==> src/rtl/acquisition_sequencer.sv <==
// Acquisition sequencer: steers decimated ADC samples into the sample RAM,
// covering a pre-trigger window, a circular wait-for-trigger phase and a
// post-trigger window, then freezes the buffer and raises ready.
module acquisition_sequencer #(
  parameter int AddrWidth = 12,
  parameter int DataWidth = 16
) (
  input  logic                 clk,
  input  logic                 nrst,
  input  logic                 arm,
  input  logic                 abort,
  input  logic                 trigger,
  input  logic [7:0]           decim,
  input  logic [AddrWidth-1:0] pre_count,
  input  logic [DataWidth-1:0] sample_in,
  output logic                 wr_en,
  output logic [AddrWidth-1:0] wr_addr,
  output logic [DataWidth-1:0] wr_data,
  output logic                 ready,
  output logic                 busy,
  output logic [AddrWidth-1:0] trig_addr,
  output logic [2:0]           state
);

  typedef enum logic [2:0] {
    S_IDLE = 3'd0,
    S_PRE  = 3'd1,
    S_WAIT = 3'd2,
    S_POST = 3'd3,
    S_DONE = 3'd4
  } state_t;

  // Buffer depth expressed in the counter width (one bit wider than an address)
  localparam logic [AddrWidth:0] DepthW = {1'b1, {AddrWidth{1'b0}}};

  state_t                 state_q, state_d;
  logic                   trig_s1_q, trig_s2_q, trig_prev_q;
  logic [7:0]             div_cnt_q, div_cnt_d;
  logic [AddrWidth-1:0]   ptr_q, ptr_d;
  logic [AddrWidth:0]     cnt_q, cnt_d;
  logic [AddrWidth-1:0]   pre_lat_q, pre_lat_d;
  logic                   wr_en_q, wr_en_d;
  logic [AddrWidth-1:0]   wr_addr_q, wr_addr_d;
  logic [DataWidth-1:0]   wr_data_q, wr_data_d;
  logic                   ready_q, ready_d;
  logic [AddrWidth-1:0]   trig_addr_q, trig_addr_d;

  logic                   busy_w;
  logic                   tick;
  logic                   trig_evt;
  logic [AddrWidth-1:0]   ptr_inc;
  logic [AddrWidth:0]     cnt_inc;
  logic [AddrWidth:0]     post_len;

  assign busy_w   = (state_q == S_PRE) || (state_q == S_WAIT) || (state_q == S_POST);
  assign tick     = busy_w && (div_cnt_q == decim);
  assign trig_evt = trig_s2_q & ~trig_prev_q;
  assign ptr_inc  = ptr_q + AddrWidth'(1);
  assign cnt_inc  = cnt_q + (AddrWidth + 1)'(1);
  // Post window fills the rest of the ring after the pre-trigger samples
  assign post_len = DepthW - {1'b0, pre_lat_q};

  // Trigger pin synchronizer plus previous-value flop for rising-edge detection
  always_ff @(posedge clk or negedge nrst) begin
    if (!nrst) begin
      trig_s1_q   <= 1'b0;
      trig_s2_q   <= 1'b0;
      trig_prev_q <= 1'b0;
    end else begin
      trig_s1_q   <= trigger;
      trig_s2_q   <= trig_s1_q;
      trig_prev_q <= trig_s2_q;
    end
  end

  // Next-state, counters and write-port computation; abort beats arm beats state logic
  always_comb begin
    state_d     = state_q;
    div_cnt_d   = busy_w ? ((div_cnt_q >= decim) ? 8'd0 : div_cnt_q + 8'd1) : 8'd0;
    ptr_d       = ptr_q;
    cnt_d       = cnt_q;
    pre_lat_d   = pre_lat_q;
    wr_en_d     = 1'b0;
    wr_addr_d   = wr_addr_q;
    wr_data_d   = wr_data_q;
    ready_d     = ready_q;
    trig_addr_d = trig_addr_q;

    if (abort) begin
      state_d   = S_IDLE;
      ready_d   = 1'b0;
      div_cnt_d = 8'd0;
    end else if (arm) begin
      // pre_count cannot exceed Depth-1 at this port width, so no explicit clamp is needed
      state_d   = (pre_count == '0) ? S_WAIT : S_PRE;
      ptr_d     = '0;
      cnt_d     = '0;
      pre_lat_d = pre_count;
      ready_d   = 1'b0;
      div_cnt_d = 8'd0;
    end else begin
      if (tick) begin
        wr_en_d   = 1'b1;
        wr_addr_d = ptr_q;
        wr_data_d = sample_in;
        ptr_d     = ptr_inc;
      end
      case (state_q)
        S_PRE: begin
          // Trigger events are deliberately ignored until the pre window is full
          if (tick) begin
            cnt_d = cnt_inc;
            if (cnt_inc == {1'b0, pre_lat_q}) state_d = S_WAIT;
          end
        end
        S_WAIT: begin
          if (trig_evt) begin
            // A coincident tick's sample is the last pre-trigger sample
            trig_addr_d = tick ? ptr_inc : ptr_q;
            cnt_d       = '0;
            state_d     = S_POST;
          end
        end
        S_POST: begin
          if (tick) begin
            cnt_d = cnt_inc;
            if (cnt_inc == post_len) begin
              state_d = S_DONE;
              ready_d = 1'b1;
            end
          end
        end
        default: ;
      endcase
    end
  end

  // State, counter and write-port registers
  always_ff @(posedge clk or negedge nrst) begin
    if (!nrst) begin
      state_q     <= S_IDLE;
      div_cnt_q   <= '0;
      ptr_q       <= '0;
      cnt_q       <= '0;
      pre_lat_q   <= '0;
      wr_en_q     <= 1'b0;
      wr_addr_q   <= '0;
      wr_data_q   <= '0;
      ready_q     <= 1'b0;
      trig_addr_q <= '0;
    end else begin
      state_q     <= state_d;
      div_cnt_q   <= div_cnt_d;
      ptr_q       <= ptr_d;
      cnt_q       <= cnt_d;
      pre_lat_q   <= pre_lat_d;
      wr_en_q     <= wr_en_d;
      wr_addr_q   <= wr_addr_d;
      wr_data_q   <= wr_data_d;
      ready_q     <= ready_d;
      trig_addr_q <= trig_addr_d;
    end
  end

  assign wr_en     = wr_en_q;
  assign wr_addr   = wr_addr_q;
  assign wr_data   = wr_data_q;
  assign ready     = ready_q;
  assign busy      = busy_w;
  assign trig_addr = trig_addr_q;
  assign state     = state_q;

endmodule
==> config.mk <==
export PLATFORM = sky130hd
export DESIGN_NAME = acquisition_sequencer
export DESIGN_NICKNAME = d
export VERILOG_FILES = /design/src/rtl/acquisition_sequencer.sv
export SDC_FILE = /design/constraint.sdc
export NUM_CORES = 1
export LEC_CHECK = 0
export BUFFER_PORTS_ARGS = -buffer_cell sky130_fd_sc_hd__buf_2
export CAP_MARGIN = 25
export CORE_UTILIZATION = 35
export CTS_BUF_LIST = sky130_fd_sc_hd__clkbuf_4
export DETAILED_ROUTE_END_ITERATION = 8
export HOLD_SLACK_MARGIN = 0.12
export SYNTH_ARGS = -nofsm -noshare
export SYNTH_HDL_FRONTEND = slang
export SYNTH_SLANG_ARGS = --single-unit
export TNS_END_PERCENT = 30
==> constraint.sdc <==
create_clock -name clk -period 3.05 [get_ports clk]
set_clock_uncertainty 0.1 [all_clocks]
set_input_delay 0 -clock clk [delete_from_list [all_inputs] [get_ports clk]]
set_output_delay 0 -clock clk [all_outputs]
set_load 0.02 [all_outputs]
Yosys cells after proc, flatten, opt, wreduce, memory -nomap -nowiden
Index checks and enable logic that the tools add are counted.
{"block": "word_totals", "reg_bits": 93, "output_inout_bits": 46, "input_bits": 41, "elab_cells": 78}
{"block": "op_classes", "add_sub_neg": 4, "reduce_logical": 16, "order_cmp": 1, "n_eq_ne": 13, "bitwise_logic": 4, "mux": 27}
{"operator": "$mux W13", "n": 3}
{"operator": "$mux W8", "n": 4}
{"operator": "$pmux W13 S2", "n": 1}
{"operator": "$mux W12", "n": 2}
{"operator": "$mux W3", "n": 7}
{"operator": "$add A13 B1 Y13 const B", "n": 1}
{"operator": "$eq A13 B12 Y1", "n": 1}
{"operator": "$eq A13 B13 Y1", "n": 1}
{"operator": "$sub A13 B12 Y13 const A", "n": 1}
{"operator": "$add A12 B1 Y12 const B", "n": 1}
{"operator": "$logic_not A12 Y1", "n": 1}
{"operator": "$ne A4 B4 Y1 const B", "n": 3}
{"operator": "$reduce_bool A3 Y1", "n": 4}
{"operator": "$pmux W3 S3", "n": 1}
{"operator": "$add A8 B1 Y8 const B", "n": 1}
{"operator": "$eq A8 B8 Y1", "n": 1}
{"operator": "$ge A8 B8 Y1", "n": 1}
{"operator": "$mux W1", "n": 8}
{"operator": "$ne A4 B3 Y1 const B", "n": 2}
{"operator": "$reduce_and A4 Y1", "n": 2}
{"operator": "$eq A3 B2 Y1 const B", "n": 2}
{"operator": "$reduce_and A3 Y1", "n": 2}
{"operator": "$reduce_and A6 Y1", "n": 1}
{"operator": "$reduce_bool A5 Y1", "n": 1}
{"operator": "10 further kinds", "n": 13}

Longest topological paths before layout
Gate-level depths: netlist (run 1).
{"block": "logic_depth", "word_depth": 8, "ltp_mapped": 11, "depth_no_buf": 10}

Worst setup path after synthesis (run 1)
Ideal clock, no wire load.
{"block": "synth_timing", "path_kind": "flip-flop to flip-flop", "start": "register state_q[2], in the netlist state[2]", "end": "register wr_addr_q[10], in the netlist wr_addr[10]", "path_stages_with_launch": 8, "setup_time_ns": 0.125, "slack_ns": 0.556, "arrival_time_ns": 2.269, "synth_period_minus_slack_ns": 2.494, "required_ns": 2.825, "n_path_buf": 3, "cell_sequence": "dfrtp_1 -> clkbuf_1 -> nor2_1 -> nand2_1 -> nor3_1 -> buf_2 -> buf_2 -> mux2_2"}
{"block": "synth_between", "elab_chain_cells": 5, "elab_cells_between_ends": 7, "classes_between": "eq/ne: 3; reduce/logical: 4"}
{"item": "from (decl)", "line_no": "36", "source": "state_t state_q, state_d;"}
{"item": "from (signal assigned)", "line_no": "152", "source": "state_q <= state_d;"}
{"item": "$eq A3 B1 Y1 / $eq A3 B2 Y1 (equally long branches)", "line_no": "55", "source": "assign busy_w = (state_q == S_PRE) || (state_q == S_WAIT) || (state_q == S_POST);"}
{"item": "$logic_or A1 B1 Y1", "line_no": "55"}
{"item": "$logic_or A1 B1 Y1 (*)", "line_no": "55"}
{"item": "via busy", "line_no": "20", "source": "output logic busy,"}
{"item": "$logic_and A1 B1 Y1 (*)", "line_no": "56", "source": "assign tick = busy_w && (div_cnt_q == decim);"}
{"item": "$reduce_and A3 Y1 (no source line) (*)"}
{"item": "to (signal assigned)", "line_no": "158", "source": "wr_addr_q <= wr_addr_d;"}
{"item": "to (decl)", "line_no": "43", "source": "logic [AddrWidth-1:0] wr_addr_q, wr_addr_d;"}
Mark *: on every way through the listed nets, which the timed path passes. The rest lies on a longest branch.
A chain may end at the register's enable or synchronous reset.

Final worst setup path (run 1)
{"block": "layout_timing", "start": "register div_cnt_q[0]", "end": "register ptr_q[3]"}
{"block": "layout_between", "elab_chain_cells": 4}
{"item": "from (decl)", "line_no": "38", "source": "logic [7:0] div_cnt_q, div_cnt_d;"}
{"item": "from (signal assigned)", "line_no": "153", "source": "div_cnt_q <= div_cnt_d;"}
{"item": "$eq A8 B8 Y1", "line_no": "56"}
{"item": "$logic_and A1 B1 Y1", "line_no": "56"}
{"item": "$mux W12 (2 in a row)"}
{"item": "to (signal assigned)", "line_no": "154", "source": "ptr_q <= ptr_d;"}
{"item": "to (decl)", "line_no": "39", "source": "logic [AddrWidth-1:0] ptr_q, ptr_d;"}
Every way passes these cells.

==> results.yml, run 1 <==
floorplan:
  die_area_mm2: 0.0146
  initial_core_util_pct: 35.7
  core_area_mm2: 0.0138
  die_w_um: 121
  die_h_um: 121
  io-pin-count: 87
  rows: 43
worst_hold_path:
  hold_path_depth: 3
  hold_path.class: "in -> reg"
  whs_endpoint: "wr_data[6]"
  hold_start: "sample_in[6]"
logic_synthesis:
  yosys.cell_types.count: 51
  synth_seq_cells: 93
  synth_top_area_share_pct: 47.1
  ys_seq_area_share_pct: 47.1
  syn_inst: 481
  syn_avg_cell_area_um2: 10.3
  synth_top_cell_by_area: "dfrtp_1"
  syn_area_mm2: 0.00494
  syn_nets: 534
  ys_top_cells_by_area: "dfrtp_1, mux2_2, xor2_1"
  ys_warn_count: 0
route:
  vias: 3924
  remaining_drc_errors: 0
  ant_nets: 0
  routed_wl_um: 11700
  drtIter0Drc: 222
  dr.pass1.iters: 4
  viasPerCell: 5.00
  post_drt_wl_per_cell_um: 14.9
timing:
  timing.slew.headroom_pct: 61.3
  rsz0062_at_grt: "false"
  slew_violations: 0
  hold_viol: 0
  fin_crit_ps: 2720
  setup_viol: 0
  worst_slack_ps: 332
  max_freq_ghz: 0.368
  min_period_over_period_pct: 89.1
  tns_ps: 0
  tightestPinTransition_ps: 581
power_and_ir_drop:
  power.leakage_uw: 0.00289
  p_sw_uw: 780
  p_per_area_mw_per_mm2: 421
  p_comb_share_pct: 19.1
  power_frac_seq_pct: 54.2
  pwr-share-clk_pct: 26.7
  ir_drop_v: 0.000187
  p_int_uw: 1780
  switching_share_pct: 30.5
  power_uw: 2560
grt:
  grt_usage_pct: 17.5
  grt.met1_usage_pct: 24.1
  antenna_found_initial: 0
  grt_pass1_wl_um: 19900
  grt.busiest_layer: "met2"
  grt.overflow.total: 0
  gr-usage-met3_pct: 3.96
  grt_pass1_vias: 3900
  grt_max_degree: 38
  grt_util_met2_pct: 26.4
finish:
  postLayoutCoreUtil_pct: 44.0
  synthToLayoutAreaGrowth_pct: 23.1
  drive_gt1_share_pct: 27.8
  fin_cells: 785
  nNetsFinal: 652
outcome:
  status: "finished, final reports clean"
run:
  max-cap-violations: 0
critical_path:
  r2r_end: "ptr_q[3]"
  worstPathRequired_ps: 3330
  cp-end-kind: "flip-flop"
  worst-path-max-fanout: 6
  criticalPathCategory: "reg -> reg"
  cp-start-kind: "flip-flop"
  cp.arrival_ps: 3000
  r2r_slack_ps: 330
  rr_worst_depth: 9
  reg2reg_from: "div_cnt_q[0]"
clock_tree:
  cts_buffers: 9
  clk_pin_slew_worst_paths_ps: 150
  cts_buffer_depth: 2
  cts_tree: "yes"
  clock_latency_ps: 470
  cts_htree_levels: 3
  clkSinkCount: 93
  clock-root-buffer: "clkbuf_4"
  post_cts_buffers: 0
placed_design:
  dp.cells: 732
  port_buffers: 86
  place.gp.congestion: 0.810
  pre_cts_ws_ps: 430
  hpwl_um: 8220
-- cell families (layout without fill, tap and decap cells) --
logic type               Yosys count  in the layout  share of synthesized area, %
AND/OR/NAND/NOR                  168            168                          18.1
multiplexers                      44             44                          9.93
other                              0              1                             0
flip-flops                        93             93                          47.1
buffers and inverters             35            158                          2.76
adder cells (fa/ha/maj)           12             12                          3.04
AO/OA/AOI/OAI                     80             80                          9.52
XOR/XNOR                          49             49                          9.55
-- cells in the mapped netlist, drive strengths merged --
cell type   n
a22o        2
xnor3       2
a31oi       3
nor4b       1
nor2       50
or2         1
or3         2
nor4        8
nor3b       1
clkbuf     15
nand2b      3
a21oi      25
nor3       22
inv        15
dfrtp      93
o31ai       6
o21ai      36
o22a        1
o2111ai     1
a211oi      1
xor2       25
xnor2      22
and2        3
a21o        1
o22ai       1
a31o        1
buf         5
nand3      16
nor2b       1
mux2       40
and4b       1
ha         12
nand3b      1
nand2      42
nand4       9
and3        7
o21a        2
mux2i       4
-- critical path: stages, from the launching register on --
cell and delay, ps:
dfrtp_1 450, inv_1 70, ha_1 280, nand4_1 200, nor4_4 380, and3_1 250, nand2_1 110, mux2i_1 160
o21ai_0 80, dlygate4sd3_1 560
-- metrics by stage --
step	instance area [um^2]	hold slack, ps
after floorplan	4940	-396
after global placement	5570	-151
after detailed placement	5570	-147
after CTS	6080	132
after global routing	6080	142
final	6080	173
-- final cells by class --
class / instances / area [um^2]
Fill cell: 1348 / 7750
Multi-Input combinational cell: 353 / 2490
Sequential cell: 93 / 2330
Timing Repair Buffer: 127 / 841
Tap cell: 180 / 225
Clock inverter: 7 / 72.6
Clock buffer: 9 / 67.6
Inverter: 15 / 56.3
Antenna cell: 1 / 2.50
-- power by group through the flow --
stage / Sequential, uW / Combinational, uW / Clock (uW)
2_1_floorplan: 1460 / 229 / 0
5_1_grt: 1400 / 540 / 770
6_report: 1390 / 489 / 685
3_5_place_dp: 1410 / 453 / 0
3_3_place_gp: 1410 / 444 / 0
4_1_cts: 1390 / 493 / 722
-- routing by layer --
layer	wire [um]	part of all wire [%]	up-vias
met5	0	0	-
met4	202	1.7	0
met3	526	4.5	16
met2	5340	46	95
met1	5660	48	1891
li1	-	-	1922
-- placed cells by master, fill, tap and decap left out, types with 7 or more instances in the layout --
cell type / n
a21oi_1: 25
and3_1: 7
buf_2: 85
clkbuf_4: 9
dfrtp_1: 93
dlygate4sd3_1: 35
ha_1: 12
inv_1: 15
mux2_2: 40
nand2_1: 41
nand3_1: 14
nand4_1: 7
nor2_1: 49
nor3_1: 20
o21ai_0: 34
xnor2_1: 21
xor2_1: 24
-- repair_timing --
item,4_1_cts,5_1_grt
endpoints found under the setup margin,0,0
endpoints found under the hold margin,138,0
resized for setup,0,0
hold buffers,36,0
-- flip-flops by register name, indices dropped and copies added, names as in the netlist --
signal / count
wr_data: 16
cnt_q: 13
pre_lat_q: 12
ptr_q: 12
trig_addr: 12
wr_addr: 12
div_cnt_q: 8
state: 3
ready: 1
trig_prev_q: 1
trig_s1_q: 1
trig_s2_q: 1
wr_en: 1
-- how the worst max path moves through the flow --
| stage | from | to | slack, ps |
|---|---|---|---|
| final | div_cnt_q[0] | ptr_q[3] | 330 |
| after global routing | div_cnt_q[0] | ptr_q[3] | 140 |
| after CTS | div_cnt_q[0] | ptr_q[3] | 330 |
| after detailed placement | cnt_q[0] | state[0] | 430 |
| after floorplan | state[2] | wr_addr[10] | 560 |
| after global placement | cnt_q[0] | state[1] | 500 |
(Power assumes the default switching activity.)
==> run 2, diff against run 1 <==
--- a/config.mk
+++ b/config.mk
@@ -7,6 +7,7 @@
 export LEC_CHECK = 0
 export BUFFER_PORTS_ARGS = -buffer_cell sky130_fd_sc_hd__buf_2
 export CAP_MARGIN = 25
+export CORE_ASPECT_RATIO = 1.4
 export CORE_UTILIZATION = 35
 export CTS_BUF_LIST = sky130_fd_sc_hd__clkbuf_4
 export DETAILED_ROUTE_END_ITERATION = 8
==> run 2 against run 1 <==
Net effect: non-clock buffer count stayed put; sequential share of layout area is 0.055 points higher; critical path type unchanged; critical endpoint is now state[1]; setup slack better by 110 ps; combinational power is 1% lower; highest routed layer unchanged; die area hardly changed; critical path depth stayed put; global-route usage is 0.93 points lower.
==> results.yml, run 2 (synthesis results as in run 1) <==
clock_tree:
  clkSinkCount: 93
  cts_buffers: 9
  cts_tree: "yes"
  clk_pin_slew_worst_paths_ps: 150
  cts_resized: 0
  clock_latency_ps: 440
  cts_buffer_depth: 2
  clock-root-buffer: "clkbuf_4"
  cts_htree_levels: 3
power_and_ir_drop:
  p_per_area_mw_per_mm2: 416
  power.leakage_uw: 0.00289
  ir_drop_v: 0.000218
  power_uw: 2530
finish:
  seqCellArea_mm2: 0.00233
  drive_gt1_share_pct: 28.0
  multi_input_area_mm2: 0.00249
  nNetsFinal: 652
  final_common_cell: "dfrtp_1"
  synthToLayoutAreaGrowth_pct: 22.9
  n_antenna_cell: 0
  fillerInstances: 1361
  largest_reg_flops: 16
  final_cell_mix: "dfrtp_1, buf_2, nor2_1"
floorplan:
  die_w_um: 102
  core_area_mm2: 0.0138
  initial_core_util_pct: 35.7
  io-pin-count: 87
  die_h_um: 143
  die_area_mm2: 0.0146
  rows: 51
grt:
  grt.overflow.total: 0
  antenna_found_initial: 0
  grt_pass1_wl_um: 18900
  grt_max_degree: 42
  grt_pass1_vias: 3909
  grt_usage_pct: 16.6
timing:
  max_freq_ghz: 0.383
  whs_ps: 213
  slew_violations: 0
  timing.slew.headroom_pct: 58.5
  setup_viol: 0
  min_period_over_period_pct: 85.6
  rsz0062_at_grt: "false"
  fin_crit_ps: 2610
  hold_viol: 0
  tightestPinTransition_ps: 622
  worst_slack_ps: 438
  tns_ps: 0
critical_path:
  cp-start-kind: "flip-flop"
  r2r_slack_ps: 440
  criticalPathCategory: "reg -> reg"
  crit_start: "cnt_q[0]"
  worstPathRequired_ps: 3280
  setup.worst_path.end: "state[1]"
  worst-path-max-fanout: 6
  rr_worst_depth: 9
  reg2reg_from: "cnt_q[0]"
  cp.arrival_ps: 2840
  cp-end-kind: "flip-flop"
  r2r_end: "state[1]"
route:
  post_drt_wl_per_cell_um: 14.5
  routed_wl_um: 11400
  vias: 3845
  remaining_drc_errors: 0
  drtIter0Drc: 137
  dr.pass1.iters: 4
  ant_nets: 0
  viasPerCell: 4.88
placed_design:
  place.gp.congestion: 0.912
  port_buffers: 86
  hpwl_um: 8270
  pre_cts_ws_ps: 471
run:
  max-cap-violations: 0
outcome:
  status: "finished, final reports clean"
worst_hold_path:
  hold_path.class: "in -> reg"
run 2: changes by cell type in the layout (fill, tap and decap cells not counted), sizes merged:
| cell | previous run | this run |
|---|---|---|
| clkinv | 3 | 4 |
| dlygate4sd3 | 35 | 34 |
| inv | 17 | 16 |
| clkinvlp | 1 | 0 |
| diode | 1 | 0 |
| buf | 92 | 93 |
run 2: timing repair:
action	CTS	global route
buffers inserted	0	0
hold buffers	35	0
hold endpoints to repair	138	0
run 2: critical path: stages (launching register included):
cell,delay (ps)
dfrtp_1,480
ha_1,320
nand2_2,140
nor4_4,330
xor2_2,270
xnor2_1,200
a31o_2,200
o2111ai_2,140
o31ai_1,240
o21ai_1,90
run 2: power breakdown:
group          switching [uW]  internal [uW]
registers                70.9           1310
clock network             417            246
logic                     266            216
run 2: stage by stage:
step / utilization (%) / instances / instance area, um^2
2_1_floorplan: - / 481 / 4940
3_3_place_gp: 40.3 / 738 / 5580
3_5_place_dp: 40.3 / 738 / 5580
4_1_cts: 43.9 / 788 / 6070
5_1_grt: 43.9 / 788 / 6070
6_report: 43.9 / 788 / 6070
run 2: routing by layer:
metal	vias up	GRT usage, %	share of wire (%)
met4	0	6.09	2.0
met1	1828	20.6	44
met5	-	0	0
met2	89	28.4	51
met3	17	3.09	3.4
li1	1911	-	-
run 2: cell type report:
cell class,instances,share of cell area (%)
Clock buffer,9,1.11
Clock inverter,6,1.03
Inverter,15,0.927
Multi-Input combinational cell,353,41.0
Sequential cell,93,38.3
Tap cell,185,3.81
Timing Repair Buffer,127,13.8
run 2: how the worst min path moves through the flow:
stage	startpoint	end	slack (ps)	cells after the start
final	sample_in[14]	wr_data[14]	210	3
after global routing	sample_in[1]	wr_data[1]	200	3
after CTS	sample_in[5]	wr_data[5]	190	3
after detailed placement	nrst	trig_addr[8]	-70	1
after global placement	nrst	trig_addr[8]	-70	1
after floorplan	nrst	cnt_q[0]	-400	0
